File: config.mk
export PLATFORM = sky130hd
export DESIGN_NAME = oob_dev
export DESIGN_NICKNAME = d
export VERILOG_FILES = /design/src/rtl/oob_dev.sv
export SDC_FILE = /design/constraint.sdc
export NUM_CORES = 1
export LEC_CHECK = 0
export BUFFER_PORTS_ARGS = -buffer_cell sky130_fd_sc_hd__buf_2
export CORE_ASPECT_RATIO = 1.4
export CORE_MARGIN = 2
export CORE_UTILIZATION = 50
export CTS_CLUSTER_DIAMETER = 120
export DETAILED_ROUTE_END_ITERATION = 6
export GPL_TIMING_DRIVEN = 0
export PLACE_DENSITY_LB_ADDON = 0.25
export SYNTH_ARGS = -nofsm -noshare
export SYNTH_HDL_FRONTEND = slang
export SYNTH_SLANG_ARGS = --single-unit
File: constraint.sdc
create_clock -name clk -period 4.1 [get_ports clk]
set_clock_uncertainty 0.2 [all_clocks]
set_input_delay 1.23 -clock clk [delete_from_list [all_inputs] [get_ports clk]]
set_output_delay 1.23 -clock clk [all_outputs]
set_load 0.005 [all_outputs]
File: src/rtl/oob_dev.sv
// oob_dev: SATA device-side OOB responder (COMRESET->COMINIT, COMWAKE->COMWAKE, ALIGNp/SYNCp lock).
// Define OOB_DEV_DEBUG_EN to populate the debug status word with state and event counters.
module oob_dev #(
  parameter int DATA_BYTE_WIDTH  = 4,
  parameter int CLK_SPEED_GRADE  = 1,
  parameter int TIMEOUT_CYCLES   = 66000,
  parameter int IDLE_LOSS_CYCLES = 64
) (
  input  logic                         clk,
  input  logic                         rst_n,
  input  logic                         gtx_ready,
  input  logic                         rxcominitdet_in,
  input  logic                         rxcomwakedet_in,
  input  logic                         rxelecidle_in,
  output logic                         txcominit,
  output logic                         txcomwake,
  output logic                         txelecidle,
  input  logic [DATA_BYTE_WIDTH*8-1:0] txdata_in,
  input  logic [DATA_BYTE_WIDTH-1:0]   txcharisk_in,
  output logic [DATA_BYTE_WIDTH*8-1:0] txdata_out,
  output logic [DATA_BYTE_WIDTH-1:0]   txcharisk_out,
  input  logic [DATA_BYTE_WIDTH*8-1:0] rxdata_in,
  input  logic [DATA_BYTE_WIDTH-1:0]   rxcharisk_in,
  input  logic                         rxbyteisaligned,
  output logic                         link_up,
  output logic                         link_down,
  output logic                         oob_error,
  output logic                         phy_ready,
  output logic [11:0]                  debug
);

  localparam int DW = DATA_BYTE_WIDTH * 8;
  localparam int IW = $clog2(IDLE_LOSS_CYCLES + 1);
  localparam logic [19:0] LIMIT = 20'(TIMEOUT_CYCLES * CLK_SPEED_GRADE);
  localparam logic [DW-1:0] ALIGNP = DW'(32'h7B4A4ABC);
  localparam logic [DW-1:0] SYNCP  = DW'(32'hB5B5957C);
  localparam logic [DATA_BYTE_WIDTH-1:0] K_PRIM = DATA_BYTE_WIDTH'(4'b0001);

  typedef enum logic [3:0] {
    S_IDLE       = 4'd0,
    S_COMINIT    = 4'd1,
    S_WAIT_WAKE  = 4'd2,
    S_COMWAKE    = 4'd3,
    S_WAIT_QUIET = 4'd4,
    S_ALIGN      = 4'd5,
    S_SYNC       = 4'd6,
    S_READY      = 4'd7
  } state_t;

  state_t                r_state;
  state_t                w_next;
  logic [19:0]           r_cnt;
  logic [1:0]            r_sync_cnt;
  logic [IW-1:0]         r_idle_cnt;
  logic                  w_waiting;
  logic                  w_timeout;
  logic                  w_timeout_evt;
  logic                  w_abort;
  state_t                w_abort_st;
  logic                  w_rx_align;
  logic                  w_prim_nonalign;
  logic                  w_idle_loss;

  assign w_waiting       = (r_state inside {S_WAIT_WAKE, S_WAIT_QUIET, S_ALIGN, S_SYNC});
  assign w_timeout       = w_waiting && (r_cnt == LIMIT - 20'd1);
  assign w_rx_align      = rxbyteisaligned && (rxdata_in == ALIGNP) && (rxcharisk_in == K_PRIM);
  assign w_prim_nonalign = (rxcharisk_in == K_PRIM) && (rxdata_in != ALIGNP);
  assign w_idle_loss     = rxelecidle_in && (r_idle_cnt == IW'(IDLE_LOSS_CYCLES - 1));
  // A repeated COMRESET outranks everything, then loss of the GTX.
  assign w_abort         = rxcominitdet_in || !gtx_ready;
  assign w_abort_st      = rxcominitdet_in ? S_COMINIT : S_IDLE;

  always_comb begin
    w_next        = r_state;
    w_timeout_evt = 1'b0;
    case (r_state)
      S_IDLE:       if (gtx_ready && rxcominitdet_in) w_next = S_COMINIT;
      S_COMINIT:    w_next = gtx_ready ? S_WAIT_WAKE : S_IDLE;
      S_WAIT_WAKE:  if (w_abort) w_next = w_abort_st;
                    else if (rxcomwakedet_in) w_next = S_COMWAKE;
                    else if (w_timeout) begin w_next = S_IDLE; w_timeout_evt = 1'b1; end
      S_COMWAKE:    w_next = w_abort ? w_abort_st : S_WAIT_QUIET;
      S_WAIT_QUIET: if (w_abort) w_next = w_abort_st;
                    else if (!rxelecidle_in) w_next = S_ALIGN;
                    else if (w_timeout) begin w_next = S_IDLE; w_timeout_evt = 1'b1; end
      S_ALIGN:      if (w_abort) w_next = w_abort_st;
                    else if (w_rx_align) w_next = S_SYNC;
                    else if (w_timeout) begin w_next = S_IDLE; w_timeout_evt = 1'b1; end
      S_SYNC:       if (w_abort) w_next = w_abort_st;
                    else if (w_prim_nonalign && r_sync_cnt == 2'd2) w_next = S_READY;
                    else if (w_timeout) begin w_next = S_IDLE; w_timeout_evt = 1'b1; end
      S_READY:      if (w_abort) w_next = w_abort_st;
                    else if (w_idle_loss) w_next = S_IDLE;
      default:      w_next = S_IDLE;
    endcase
  end

  always_ff @(posedge clk) begin
    if (!rst_n) begin
      r_state       <= S_IDLE;
      r_cnt         <= '0;
      r_sync_cnt    <= '0;
      r_idle_cnt    <= '0;
      txcominit     <= 1'b0;
      txcomwake     <= 1'b0;
      txelecidle    <= 1'b1;
      txdata_out    <= '0;
      txcharisk_out <= '0;
      link_up       <= 1'b0;
      link_down     <= 1'b0;
      oob_error     <= 1'b0;
      phy_ready     <= 1'b0;
    end else begin
      r_state    <= w_next;
      r_cnt      <= (w_next != r_state) ? '0 : (w_waiting ? r_cnt + 20'd1 : r_cnt);
      r_sync_cnt <= (r_state == S_SYNC && w_next == S_SYNC && w_prim_nonalign) ?
                    r_sync_cnt + 2'd1 : '0;
      r_idle_cnt <= (r_state == S_READY && w_next == S_READY && rxelecidle_in) ?
                    r_idle_cnt + IW'(1) : '0;
      // Outputs are decoded from the state being entered so they line up with it.
      txcominit  <= (w_next == S_COMINIT);
      txcomwake  <= (w_next == S_COMWAKE);
      txelecidle <= !(w_next inside {S_ALIGN, S_SYNC, S_READY});
      case (w_next)
        S_ALIGN: begin txdata_out <= ALIGNP;    txcharisk_out <= K_PRIM;       end
        S_SYNC:  begin txdata_out <= SYNCP;     txcharisk_out <= K_PRIM;       end
        S_READY: begin txdata_out <= txdata_in; txcharisk_out <= txcharisk_in; end
        default: begin txdata_out <= '0;        txcharisk_out <= '0;           end
      endcase
      link_up   <= (r_state == S_SYNC) && (w_next == S_READY);
      link_down <= (r_state == S_READY) && (w_next != S_READY);
      oob_error <= w_timeout_evt;
      phy_ready <= (w_next == S_READY) && gtx_ready && rxbyteisaligned;
    end
  end

`ifdef OOB_DEV_DEBUG_EN
  logic [3:0] r_dbg_comreset;
  logic [2:0] r_dbg_timeout;
  logic       r_dbg_aligned;

  always_ff @(posedge clk) begin
    if (!rst_n) begin
      r_dbg_comreset <= '0;
      r_dbg_timeout  <= '0;
      r_dbg_aligned  <= 1'b0;
    end else begin
      if (w_next == S_COMINIT && r_state != S_COMINIT && r_dbg_comreset != 4'hF)
        r_dbg_comreset <= r_dbg_comreset + 4'd1;
      if (w_timeout_evt && r_dbg_timeout != 3'h7)
        r_dbg_timeout <= r_dbg_timeout + 3'd1;
      r_dbg_aligned <= rxbyteisaligned;
    end
  end

  assign debug = {r_dbg_aligned, r_dbg_timeout, r_dbg_comreset, r_state};
`else
  assign debug = '0;
`endif

endmodule

Word level (Yosys, flattened, before mapping) --
Index checks and enable logic that the tools add are counted.
Operators by class: equal/unequal tests 20, muxes and demuxes 28, bitwise operators 1, reductions and logical operators 25, add/subtract/negate cells 3
Operators with widths (number):
- $pmux W32 S3 | 1
- $mux W4 | 12
- $eq A32 B31 Y1 const B | 1
- $ne A32 B31 Y1 const B | 1
- $pmux W4 S8 | 1
- $eq A4 B3 Y1 const B | 7
- $add A20 B1 Y20 const B | 1
- $eq A20 B17 Y1 const B | 1
- $logic_and A1 B1 Y1 | 15
- $eq A4 B1 Y1 const B | 3
- $eq A4 B2 Y1 const B | 3
- $mux W1 | 10
- $pmux W4 S2 | 1
- $add A7 B1 Y7 const B | 1
- $eq A7 B6 Y1 const B | 1
- $logic_not A4 Y1 | 1
- $ne A4 B3 Y1 const B | 1
- $ne A4 B4 Y1 | 1
- $pmux W1 S4 | 1
- $reduce_and A2 Y1 | 2
- $reduce_bool A4 Y1 | 1
- $reduce_or A2 Y1 | 2
- $mux W3 | 1
- $reduce_bool A3 Y1 | 1
- 6 further kinds | 7
Word-level totals: logic and storage cells 90, output and inout port bits 55, flip-flop bits (word level) 76, input port bits 79

Longest topological paths before layout --
Gate-level depths: netlist (run 1).
depth after elaboration 11, gate-level depth with buffers 10, depth with buffers taken out 8

Least setup slack after synthesis (run 1) --
OpenSTA, ideal clock, no wires.
path kind input port to flip-flop, start point input port rxcharisk_in[1], end point register txcharisk_out[0], setup slack 0.931 ns, stages on the path 7, data arrival time 2.854 ns, setup time 0.115 ns, data required time 3.785 ns, buffers on the path 1, cells stage by stage nor4b_1 > o2111ai_1 > a21boi_2 > a21o_1 > or2_0 > buf_2 > o21a_1
On the way: cells in the longest elaborated chain, start to end 9, elaborated cells between the ends (all ways) 14, those cells by class 4 x eq/ne; 6 x mux; 4 x reduce/logical
RTL lines:
- start, declared | RTL line 23 | input logic [DATA_BYTE_WIDTH-1:0] rxcharisk_in,
- $eq A4 B1 Y1 * | RTL line 66, 67
- $logic_and A1 B1 Y1 | RTL line 67 | assign w_prim_nonalign = (rxcharisk_in == K_PRIM) && (rxdata_in != ALIGNP);
- $logic_and A1 B1 Y1 | RTL line 90 | else if (w_prim_nonalign && r_sync_cnt == 2'd2) w_next = S_READY;
- $mux W4 | RTL line 90
- $mux W4 | RTL line 89 | S_SYNC: if (w_abort) w_next = w_abort_st;
- $pmux W4 S8 * | RTL line 76 | case (r_state)
- $eq A4 B3 Y1 | RTL line 124 | case (w_next)
- $reduce_or A2 Y1 (no source line)
- $pmux W4 S2 * | RTL line 124
- end signal, assigned | RTL line 127 | S_READY: begin txdata_out <= txdata_in; txcharisk_out <= txcharisk_in; end
- end, declared | RTL line 21 | output logic [DATA_BYTE_WIDTH-1:0] txcharisk_out,
Every way passes the cells marked *; elsewhere a longest branch is shown, timed or not. A chain may end at the register's enable or synchronous reset.

Final worst setup path (run 1) --
start point input port rxcharisk_in[1], end point register phy_ready
On the way: cells in the longest elaborated chain, start to end 9, elaborated cells between the ends (all ways) 12, those cells by class 2 x eq/ne; 5 x mux; 5 x reduce/logical
RTL lines:
- $eq A4 B1 Y1 * | RTL line 66, 67
- $logic_and A1 B1 Y1 | RTL line 67
- $logic_and A1 B1 Y1 | RTL line 90
- $mux W4 | RTL line 90
- $mux W4 | RTL line 89
- $pmux W4 S8 * | RTL line 76
- $eq A4 B3 Y1 * | RTL line 133 | phy_ready <= (w_next == S_READY) && gtx_ready && rxbyteisaligned;
- $logic_and A1 B1 Y1 * (2 in series) | RTL line 133
- end signal, assigned | RTL line 133
- end, declared | RTL line 28 | output logic phy_ready,
Marks and branches as above.

==> impl_summary.md, run 1 <==
GRT
The largest net degree at the start of global routing is 14. Across every metal layer, demand over resource in global routing totals 21.05%. The via count of the first global-routing pass is 2798. The residual overflow from global routing is 0.

The number of antenna violations at the first check in global routing is 0. The global-route wire length before repair is 12380 um.

Synthesis
The synthesized area per cell is 9.025 sq um. Counting distinct cell types in the post-synthesis netlist gives 56. The proportion of synthesized chip area in sequential cells is 44.84%. Of all cell types, the one taking the most synthesized area is dfxtp_1. Synthesis handed over a netlist of between 300 and 400 instances. Of the post-synthesis cell area, the dominant cell type holds 44.84%. In this run the cell area of the synthesized design comes to 0.003393 sq mm. In the synthesized netlist the async set-or-reset flop fraction comes to 0%. In this run, synthesis inferred 0 flip-flops with an integrated enable. Sorting the synthesized cells by area gives the leading types as dfxtp_1 45%, nor2_1 6.4%, o21a_1 4.6%. For this run, the leading register cell type out of synthesis is dfxtp_1. Synthesis inferred 76 register bits. The warning count from the yosys run is 0.

Floorplanning
The die covers 0.007471 sq mm. The floorplan step defined a core boundary enclosing 0.006569 sq mm. The die is ~74 um wide. The number of top-level design ports is 134. The die boundary height is about 100 um.

Once the floorplan was initialized, standard cells occupied 51.66% of the core. The number of placement rows is 35.

Clock network
The clock-pin transition on the worst setup and hold timing paths is 0.08 ns. In this run, post-CTS hold repair placed 0 buffers. CTS saw 76 sinks.

The number of levels in the clock H-tree is 3. The maximum count of clock buffers along a single path is 2. The number of buffers created by CTS is 9. The clock latency reported for the late side of the worst-skew pair is 0.35 ns. The tree is rooted in a clkbuf_8.

The number of setup buffers added after CTS is 0. Gates resized during post-CTS repair numbered 0. The clock tree from TritonCTS is yes.

Cells and area
The layout filler cell count is a little under 600. The number of antenna diodes in the final layout is 0. The final layout contains 602 nets. The fraction of layout cells with a size suffix above 1 is 32.82%.

The library cell used most frequently in the layout, excluding fill and tap cells, is buf_2. In the layout the commonest cells are 132 x buf_2, 76 x dfxtp_1, 58 x nor2_1. The area growth from synthesis to layout is 27.51%. At the end of the flow the core is filled with cells to 65.87%.

Placement
Buffers placed on the I/O ports in this run total 121. After legalization and detailed placement, the total HPWL measured between 6000 and 7000 um. The routability congestion estimate from global placement is 0.9039. The worst slack at placement is 0.4057 ns.

STA
The number of slew-limit violations in the final report is 0. The share of the cycle needed by the critical path after routing is 81.14%. The worst pin sits at a relative slew slack of between 50 and 60%. The final worst setup slack is between 0.7 and 0.8 ns. For the pin with the worst max-slew slack, the measured transition is approximately 0.62 ns.

The number of hold violations in the final report is 0. Setup repair after global routing left no endpoint under its margin. Static timing analysis puts the maximum clock frequency at 300.6 MHz. The number of failing setup endpoints in the final timing report is 0. The time the final worst path needs with I/O delays and setup is 3.327 ns. Summed over all failing endpoints, the final setup total negative slack is 0 ns.

Outcome
The flow ran to the end, and the final reports show no timing, DRC or antenna violations.

Job
The reported max-cap violation count is 0.

Critical path
The startpoint-to-endpoint class of the critical path is in -> reg. The length in cells of the worst reg-to-reg path is 8. The origin of the critical flop-to-flop path is r_state[0]. Along the worst path, the maximum fanout reaches 8. The endpoint identified for the worst register-to-register timing path is txdata_out[28]. STA classifies the critical path endpoint as a flop. The critical path ends at phy_ready. The start point of the critical path is rxcharisk_in[1]. STA puts the critical path data arrival time at 3.42 ns.

The worst setup path is launched from a primary input. The data required time of the critical path is 4.19 ns. The reg2reg setup slack is approximately 1.4 ns.

Power and ir drop
For this design the static power due to leakage is 1.970 nW. VDD sags by at most around 250 uV. Power spread over the standard cell area amounts to around 320 mW/mm^2.

Drt
The post-detailed-routing wire length is 7806 um. The detailed-route DRC error count is 0. The count of nets left with antenna violations after detail routing is 0.

The DRC marker count from the first detailed-route iteration is 136. The average wire per cell in the routed design is 13.05 um. Dividing the detail-routed via count by the number of cells gives 5.156. The detailed router placed 3083 vias in this run. The number of detailed-route iterations in the first pass is 4.

Min path
The type of the worst min-delay path is reg -> reg.
==> cell usage after synthesis (2+ instances only) <==
cell type and count:
a21oi_1 7, nor2_1 58, inv_1 5, and2_1 8, a21boi_2 2, nor2b_1 5
buf_6 2, a41o_1 2, o31ai_1 4, nand4_1 8, and4b_1 5, o31a_1 2
nor4bb_1 3, nand2_1 38, nand2b_1 8, buf_4 13, o21a_1 21, a211oi_1 4
nor3b_2 2, buf_2 11, dfxtp_1 76, and3_1 5, o21ai_0 3, nor4b_1 7
nor3_1 11, xor2_1 7, and4_1 4, nand3_1 9, ha_1 3, xnor2_1 17
==> state kept, by name (all words and copies together) (netlist names) <==
| register | cells |
|---|---|
| txcominit | 1 |
| txcomwake | 1 |
| r_sync_cnt | 2 |
| txdata_out | 32 |
| oob_error | 1 |
| r_cnt | 20 |
| txelecidle | 1 |
| r_idle_cnt | 7 |
| txcharisk_out | 4 |
| link_down | 1 |
| link_up | 1 |
| r_state | 4 |
| phy_ready | 1 |
==> worst max-delay path, stage by stage <==
cell       delay (ns)
buf_2            0.10
nor4b_1          0.58
o2111ai_1        0.34
a21boi_2         0.28
a21oi_2          0.30
nor2b_1          0.39
and3_1           0.20
==> layer usage <==
metal,global-route usage [%],part of all wire [%]
met5,0,0
met4,8.112,1.9
met3,4.876,6.5
met2,38.39,52
met1,23.08,40
==> worst min path at each step <==
stage | start | to | slack, ns | cells past startpoint
2_1_floorplan | r_sync_cnt[0] | r_sync_cnt[0] | 0.19 | 1
3_3_place_gp | r_sync_cnt[0] | r_sync_cnt[0] | 0.20 | 1
3_5_place_dp | r_sync_cnt[0] | r_sync_cnt[0] | 0.21 | 1
4_1_cts | r_sync_cnt[0] | r_sync_cnt[0] | 0.22 | 1
5_1_grt | r_sync_cnt[0] | r_sync_cnt[0] | 0.24 | 1
6_report | r_sync_cnt[0] | r_sync_cnt[0] | 0.21 | 1
==> cell type report <==
cell class	count	area [sq um]	area share [%]
Timing Repair Buffer	121	605.6	14.00
Tap cell	74	92.59	2.140
Clock inverter	6	66.31	1.533
Clock buffer	9	123.9	2.863
Inverter	5	18.77	0.4338
Buffer	28	182.7	4.222
Multi-Input combinational cell	279	1715	39.65
Sequential cell	76	1521	35.16
==> per-stage QoR <==
| stage | instances | power (W) | instance area [sq um] | hold slack [ns] |
|---|---|---|---|---|
| after floorplan | 388 | 0.0007878 | 3438 | 0.1922 |
| after global placement | 583 | 0.0008313 | 4136 | 0.2025 |
| after detailed placement | 583 | 0.0008318 | 4136 | 0.2056 |
| after CTS | 598 | 0.001376 | 4327 | 0.2171 |
| after global routing | 598 | 0.001412 | 4327 | 0.2364 |
| final | 598 | 0.001363 | 4327 | 0.2143 |
==> where the power goes <==
group	switching, W	leakage [nW]	internal, W
Sequential	0.000000343	0.612	0.000738
Clock	0.000271	0.0873	0.000277
Combinational	0.0000332	1.27	0.0000433
==> cell families (layout without fill, tap and decap cells) <==
logic type                 count (synthesis)  count (layout)  synth area share, %
and+or+nand+nor                          180             180                27.99
xor gates and xnor gates                  24              24                6.195
muxes                                      1               1               0.2950
adders and majority gates                  3               3                1.106
AOI/OAI and AO/OA                         58              58                13.53
buffers and inverters                     33             169                5.936
DFF                                       76              76                44.84
other                                      1              13               0.1105
Note: power is estimated with default switching activity, not from simulation.
==> inputs of run 2 (changes only) <==
--- a/config.mk
+++ b/config.mk
@@ -5,10 +5,11 @@
 export SDC_FILE = /design/constraint.sdc
 export NUM_CORES = 1
 export LEC_CHECK = 0
+export ABC_AREA = 1
 export BUFFER_PORTS_ARGS = -buffer_cell sky130_fd_sc_hd__buf_2
 export CORE_ASPECT_RATIO = 1.4
 export CORE_MARGIN = 2
-export CORE_UTILIZATION = 50
+export CORE_UTILIZATION = 45
 export CTS_CLUSTER_DIAMETER = 120
 export DETAILED_ROUTE_END_ITERATION = 6
 export GPL_TIMING_DRIVEN = 0
==> constraint.sdc (replaced) <==
create_clock -name clk -period 3 [get_ports clk]
set_clock_uncertainty 0.2 [all_clocks]
set_input_delay 0.9 -clock clk [delete_from_list [all_inputs] [get_ports clk]]
set_output_delay 0.9 -clock clk [all_outputs]
set_load 0.005 [all_outputs]
==> impl_summary.md, run 2 <==
Power and ir drop
The internal power is 0.001818 W (+72%). The part of the total power dissipated in combinational logic came to 6.2% (+0.6 points). The total power divided by cell area is 479.2 mW/mm^2 (+52%). The worst supply voltage drop on vdd is 455.2 uV (+80%).

The switching portion of total power was 22.70% (+0.36 points). The power share of the sequential group is 43.0% (-11 points). The leakage power came to 2.303 nW (+17%).

The clock network fraction of design power is 50.8% (+11 points). The net switching power is 0.0005339 W (+75%).

Critical path
The worst path buffer plus inverter count was 5 (+4). The data arrival time of the critical path is 2.69 ns (-0.73 ns). STA classifies the critical path startpoint as a primary input. The maximum fanout count along the critical path is 10 (+2). The kind of cell adding the most delay to the critical path is simple AND/OR/NAND/NOR gates. The delay of the slowest cell on the worst path is 0.40 ns (-0.18 ns). The data required time of the critical path was 3.07 ns (-1.12 ns). The critical path in this run is classified as in -> reg. Traced cell by cell, the critical path runs through buf_2 -> inv_1 -> nor2_2 -> nand3_1 -> nand2_1 -> inv_2 -> nand3_2 -> nand2_4 -> inv_2 -> buf_6 -> nand2_1 -> a21oi_2.

STA classifies the critical path endpoint as a flop. The slowest stage of the critical path belongs to the cell nor2_2.

Cells and area
The area used by sequential logic in the layout is 0.001521 sq mm (unchanged). Leaving out fill and tap cells, the most frequent cell in the layout is buf_2. The synthesis-to-finish area growth is 29.01%. The library cells used most frequently in the layout, excluding fill and tap cells, are 124 x buf_2, 101 x nand2_1, 76 x dfxtp_1. The flip-flop count of the largest register after layout came to 32 (unchanged). The largest registers in the layout are txdata_out: 32 flops, r_cnt: 20 flops, r_idle_cnt: 7 flops. The area occupied by multi-input gates is 0.001902 sq mm (+11%). The count of non-filler cells in the finished layout is 757 (+27%). The finished layout cell area is 0.004907 sq mm (+13%). The fraction of layout cells with a size suffix above 1 came to 34.35% (+1.5 points). The layout filler cell count is 795 (+38%). The number of nets in the finished design is 732 (+22%). The register name with the most flops is txdata_out. The number of diodes is 0 (unchanged).

GRT
The via count of the first global-routing pass is 3659 (+31%). The largest net degree at the start of global routing is 16 (+2). The number of antenna violations at the first check in global routing is 0 (unchanged). The global-route wire length before repair is 15640 um (+26%). The total routing usage reported by global routing is 21.60% (+0.55 points).

The residual overflow from global routing came to 0 (unchanged).

Synthesis
The proportion of synthesized chip area in sequential cells is 40.00% (-4.8 points). The instance count of the mapped netlist is 507 (+35%). Among all flip-flop cells after synthesis, the most frequent one is dfxtp_1. The post-synthesis instance area was 0.003804 sq mm (+12%). By area the synthesized netlist is led by dfxtp_1 40%, nand2_1 10%, nor2_1 7.1%. In the synthesized netlist, the cells that appear most often are 101 x nand2_1, 76 x dfxtp_1, 72 x nor2_1. The number of enable-type register cells in the synthesized netlist is 0 (unchanged). The area fraction of the dominant cell type after synthesis is 40.00% (-4.8 points). The cell with the most instances after synthesis is nand2_1. The number of flip-flops and latches in the synthesized netlist came to 76 (unchanged). The post-synthesis async set-or-reset flop share came to 0% (unchanged). The cell taking the most area after synthesis is dfxtp_1. The warning count from the yosys run is 0 (unchanged). The synthesized area per cell is 7.502 sq um (-17%). The number of distinct library cell variants in the gate-level netlist after synthesis was 36 (-36%).

Drt
The detailed-route DRC error count was 0 (unchanged). The detailed-route via count was 3617 (+17%). The post-detailed-routing wire length is 9099 um (+17%). The count of nets left with antenna violations after detail routing is 0 (unchanged). The detailed-route vias per instance came to 4.778 (-7.3%). The average wire per cell in the routed design is 12.02 um (-7.9%). The DRC marker count from the first detailed-route iteration is 72 (-47%).

The number of detailed-route iterations in the first pass came to 4 (unchanged).

STA
Setup repair after global routing left no endpoint under its margin. The worst hold slack across all endpoints is 0.2209 ns (+0.006560 ns). For the finished layout, the period the worst path requires is between 2 and 3 ns.

Of the available clock period, the critical path in the final layout requires 87.27%. The maximum frequency from static timing analysis is 382.0 MHz. The number of slew-limit violations in the final report came to 0 (unchanged).

The final worst setup slack was 0.3820 ns (-0.3913 ns). The transition time of the tightest slew-check pin is 0.6209 ns (-0.003106 ns). The total negative slack is 0 ns (unchanged). The number of failing setup endpoints in the final timing report is 0 (unchanged). The relative slew slack is 58.61% (+0.79 points).

The number of hold violations in the final report is 0 (unchanged).

Clock network
The clock-pin transition on the worst setup and hold timing paths is 0.06 ns (-0.02 ns). The clock latency reported for the late side of the worst-skew pair is 0.34 ns (about the same). The number of resized instances in the post-cts repair step is 0 (unchanged). The number of hold buffers added after cts is 0 (unchanged). The number of setup buffers added after CTS is 0 (unchanged). The clock tree from TritonCTS is yes.

The number of buffers created by CTS is 9 (unchanged). The root buffer cell chosen for the clock tree is clkbuf_16. The maximum count of clock buffers along a single path is 2 (unchanged). The number of clock sinks is 76 (unchanged). The number of levels in the clock H-tree is 3 (unchanged).

Placement
The total placed instance area is 0.004577 sq mm (+11%). The worst slack at placement is 0.03447 ns (-0.3712 ns). The half-perimeter wire length after detailed placement was 7075 um (+16%). The number of placed instances with taps included is 741 (+27%).

The count of input and output buffers is 120 (-0.83%). The routability congestion estimate from global placement is 0.8928 (-1.2%).

Floorplanning
The placeable core region was 0.008198 sq mm (+25%). The starting density of the core is 46.40% (-5.3 points). The total die area is 0.009214 sq mm (+23%).

The chip width was 81.70 um (+11%). The die boundary height is 112.8 um (+11%). The number of top-level design ports is 134 (unchanged).

The number of placement rows is 39 (+11%).

Job
The reported max-cap violation count came to 0 (unchanged).

Min path
In this run the worst hold path is classified as reg -> reg.

Outcome
The run finished with clean final reports.
## run 2: layout make-up
cell class	count	share of cell area (%)
clock inverters	7	2.142
flip-flops and latches	76	31.00
inverters	65	4.972
repair buffers	120	12.24
multi-input cells	351	38.76
plain buffers	27	3.697
well taps	102	2.601
clock buffers	9	4.589
## run 2: logic make-up after synthesis
| family | Yosys count | synth area share (%) |
|---|---|---|
| other cells | 1 | 0.09859 |
| fa+ha+maj | 3 | 0.9869 |
| flops | 76 | 40.00 |
| compound gates | 48 | 7.632 |
| mux | 1 | 0.2632 |
| simple gates | 262 | 34.31 |
| xor+xnor | 24 | 5.526 |
| buf+inv | 92 | 11.18 |
## run 2: final timing paths
| kind | start | end | slack, ns | cells after the start |
|---|---|---|---|---|
| max | gtx_ready | txdata_out[25] | 0.38 | 12 |
| min reg2reg | r_sync_cnt[0] | r_sync_cnt[0] | 0.22 | 1 |
| min | r_sync_cnt[0] | r_sync_cnt[0] | 0.22 | 1 |
| max reg2reg | r_state[1] | txdata_out[25] | 0.51 | 16 |
## run 2: through the flow
stage	power (W)	util (%)
floorplan	0.001114	-
global placement	0.001177	55.83
detailed placement	0.001181	55.83
CTS	0.002375	59.86
global route	0.002432	59.86
finish	0.002352	59.86
## run 2: power by group through the flow
stage | clock network (W) | logic, W | registers, W
after global routing | 0.00126 | 0.000166 | 0.00101
after floorplan | 0 | 0.0000794 | 0.00103
final | 0.00119 | 0.000146 | 0.00101
after detailed placement | 0 | 0.000146 | 0.00103
after global placement | 0 | 0.000143 | 0.00103
after CTS | 0.00122 | 0.000147 | 0.00101
## run 2: layer usage
metal | vias up | routed length [um] | GRT usage (%) | part of all wire, %
met5 | - | 0 | 0 | 0
met2 | 109 | 4735 | 38.14 | 52
li1 | 1863 | - | - | -
met3 | 31 | 624 | 7.895 | 6.9
met4 | 0 | 328 | 10.56 | 3.6
met1 | 1614 | 3411 | 21.86 | 37
==> inputs of run 3 (changes only) <==
--- a/config.mk
+++ b/config.mk
@@ -13,7 +13,7 @@
 export CTS_CLUSTER_DIAMETER = 120
 export DETAILED_ROUTE_END_ITERATION = 6
 export GPL_TIMING_DRIVEN = 0
-export PLACE_DENSITY_LB_ADDON = 0.25
+export PLACE_DENSITY = 0.73
 export SYNTH_ARGS = -nofsm -noshare
 export SYNTH_HDL_FRONTEND = slang
 export SYNTH_SLANG_ARGS = --single-unit
==> impl_summary.md, run 3 (synthesis gave the netlist of run 2 again) <==
Outcome
The flow ran to the end, and the final reports show no timing, DRC or antenna violations.

Clock network
The clock-pin transition on the worst setup and hold timing paths was 0.06 ns (about the same). The maximum count of clock buffers along a single path is 2 (unchanged). The number of buffers created by CTS came to 9 (unchanged).

The clock latency reported for the late side of the worst-skew pair is 0.33 ns (about the same). The number of setup buffers added after CTS is 0 (unchanged). TritonCTS built the clock tree.

The number of resized instances in the post-cts repair step was 0 (unchanged). The number of hold buffers added after cts is 0 (unchanged). The number of clock sinks is 76 (unchanged).

Clock tree synthesis selected as its root buffer the cell clkbuf_16. The number of levels in the clock H-tree was 3 (unchanged).

GRT
The via count of the first global-routing pass is 3501 (-4.3%). The largest net degree at the start of global routing is 15 (-1). The total routing usage reported by global routing is 21.38% (-0.22 points). The residual overflow from global routing is 0 (unchanged). The global-route wire length before repair came to 15360 um (-1.8%). The number of antenna violations at the first check in global routing is 0 (unchanged).

Critical path
The maximum fanout count along the critical path came to 10 (unchanged). STA classifies the critical path endpoint as a flop. The destination of the worst register-to-register timing path is r_cnt[1]. The length in cells of the worst reg-to-reg path is 16 (unchanged). The category of the worst setup path launch point is a primary input.

The origin of the critical flop-to-flop path is r_state[2]. The most critical setup path has its startpoint at rxdata_in[0]. The data arrival time of the critical path is 2.66 ns (-0.03 ns). The data required time of the critical path is 3.06 ns (about the same). The reg2reg setup slack came to 0.48 ns (-0.03 ns). The setup path with the least slack is of type in -> reg.

STA
The relative slew slack was 63.36% (+4.8 points). Setup repair after global routing left no endpoint under its margin. The number of failing setup endpoints in the final timing report is 0 (unchanged).

The number of hold violations in the final report was 0 (unchanged). The transition time of the tightest slew-check pin was 0.5495 ns (-0.07135 ns). The time the final worst path needs with I/O delays and setup was 2.597 ns (-0.02119 ns). The maximum frequency from static timing analysis was 385.1 MHz (+0.82%). The share of the cycle needed by the critical path after routing came to 86.56% (-0.71 points). The number of slew-limit violations in the final report came to 0 (unchanged). The total negative slack is 0 ns (unchanged).

Cells and area
The number of diodes was 0 (unchanged). The count of non-filler cells in the finished layout is 757 (unchanged). The layout filler cell count was 760 (-4.4%). The synthesis-to-finish area growth is 27.80%. The library cells used most frequently in the layout, excluding fill and tap cells, are 124 x buf_2, 101 x nand2_1, 76 x dfxtp_1.

The number of nets in the finished design is 732 (unchanged). The fraction of layout cells with a size suffix above 1 is 34.35% (unchanged). The flip-flop count of the largest register after layout is 32 (unchanged). The largest registers in the layout are txdata_out: 32 flops, r_cnt: 20 flops, r_idle_cnt: 7 flops. The finished layout cell area is 0.004861 sq mm (-0.94%).

The register name with the most flops is txdata_out. Leaving out fill and tap cells, the most frequent cell in the layout is buf_2. The area used by sequential logic in the layout was 0.001521 sq mm (unchanged). The area occupied by multi-input gates came to 0.001902 sq mm (unchanged).

Drt
The DRC marker count from the first detailed-route iteration came to 97 (+35%). The average wire per cell in the routed design is 12.15 um (+1.1%). The post-detailed-routing wire length is 9200 um (+1.1%).

The number of detailed-route iterations in the first pass is 4 (unchanged). The detailed-route via count was 3561 (-1.5%). The count of nets left with antenna violations after detail routing is 0 (unchanged). The detailed-route DRC error count is 0 (unchanged). The detailed-route vias per instance is 4.704 (-1.5%).

Placement
The routability congestion estimate from global placement came to 0.9288 (+4.0%). The count of input and output buffers is 120 (unchanged). The half-perimeter wire length after detailed placement is 7398 um (+4.6%). The total placed instance area was 0.004577 sq mm (unchanged). The number of placed instances with taps included was 741 (unchanged).

Power and ir drop
The part of the total power dissipated in combinational logic is 6.8% (+0.6 points). The clock network fraction of design power came to 46.6% (-4.2 points). The switching portion of total power is 23.25% (+0.55 points). The power share of the sequential group is 46.7% (+3.7 points). The total power after layout is 0.002169 W (-7.8%). The worst supply voltage drop on vdd was 428.1 uV (-5.9%). The internal power is 0.001664 W (-8.4%). The leakage power is 2.288 nW (-0.67%). The net switching power was 0.0005043 W (-5.5%). The total power divided by cell area came to 446.2 mW/mm^2 (-6.9%).

Floorplanning
The number of placement rows is 39 (unchanged). The chip width is 81.70 um (unchanged). The die boundary height is 112.8 um (unchanged). The total die area is 0.009214 sq mm (unchanged). The placeable core region is 0.008198 sq mm (unchanged). The starting density of the core came to 46.40% (unchanged). The number of top-level design ports was 134 (unchanged).

Job
The reported max-cap violation count came to 0 (unchanged).

Min path
The hold path depth was 1 (unchanged). The worst hold path begins at r_sync_cnt[0]. The worst hold path endpoint is r_sync_cnt[0]. The type of the worst min-delay path is reg -> reg.
-- run 3: worst max path at each step --
stage / end / slack, ns / cells past startpoint
2_1_floorplan: txdata_out[22] / 0.51 / 15
3_3_place_gp: txdata_out[22] / 0.11 / 15
3_5_place_dp: txdata_out[19] / 0.05 / 15
4_1_cts: txdata_out[19] / 0.39 / 15
5_1_grt: r_cnt[3] / 0.17 / 16
6_report: txdata_out[19] / 0.40 / 15
-- run 3: critical path: stages --
cell and delay (ns):
buf_2 0.10, inv_1 0.05, nand2_1 0.05, nor2_1 0.08, nand2_1 0.05, nor2_1 0.16
nand3_1 0.21, nand2_1 0.12, nand3_1 0.12, nand3_4 0.21, nand2_4 0.12, inv_2 0.12
buf_6 0.15, nand2_1 0.07, a21oi_2 0.14
-- run 3: area by class of cell --
cell class | instances | share of cell area (%)
Buffer | 27 | 3.732
Inverter | 65 | 5.019
Sequential cell | 76 | 31.30
Multi-Input combinational cell | 351 | 39.12
Clock inverter | 6 | 0.9266
Clock buffer | 10 | 4.916
Tap cell | 102 | 2.625
Timing Repair Buffer | 120 | 12.36
-- run 3: metrics by stage --
step           hold WS [ns]  util (%)  worst slack, ns
2_1_floorplan        0.1913         -           0.5052
3_3_place_gp         0.1975     55.83           0.1112
3_5_place_dp         0.2032     55.83          0.04849
4_1_cts              0.2113     59.29           0.3925
5_1_grt              0.2383     59.29           0.1667
6_report             0.2093     59.29           0.4032
-- run 3: power groups by stage --
stage / registers, W / logic [W] / clock network [W]
final: 0.00101 / 0.000146 / 0.00101
after global routing: 0.00101 / 0.000165 / 0.00107
after floorplan: 0.00103 / 0.0000794 / 0
after global placement: 0.00103 / 0.000143 / 0
after detailed placement: 0.00103 / 0.000146 / 0
after CTS: 0.00101 / 0.000147 / 0.00103
-- run 3: per-layer routing --
layer,vias to the layer above,share of wire (%),global-route usage [%]
li1,1861,-,-
met1,1591,37,21.24
met2,92,55,39.34
met4,0,2.3,9.444
met5,-,0,0
met3,17,5.8,6.858
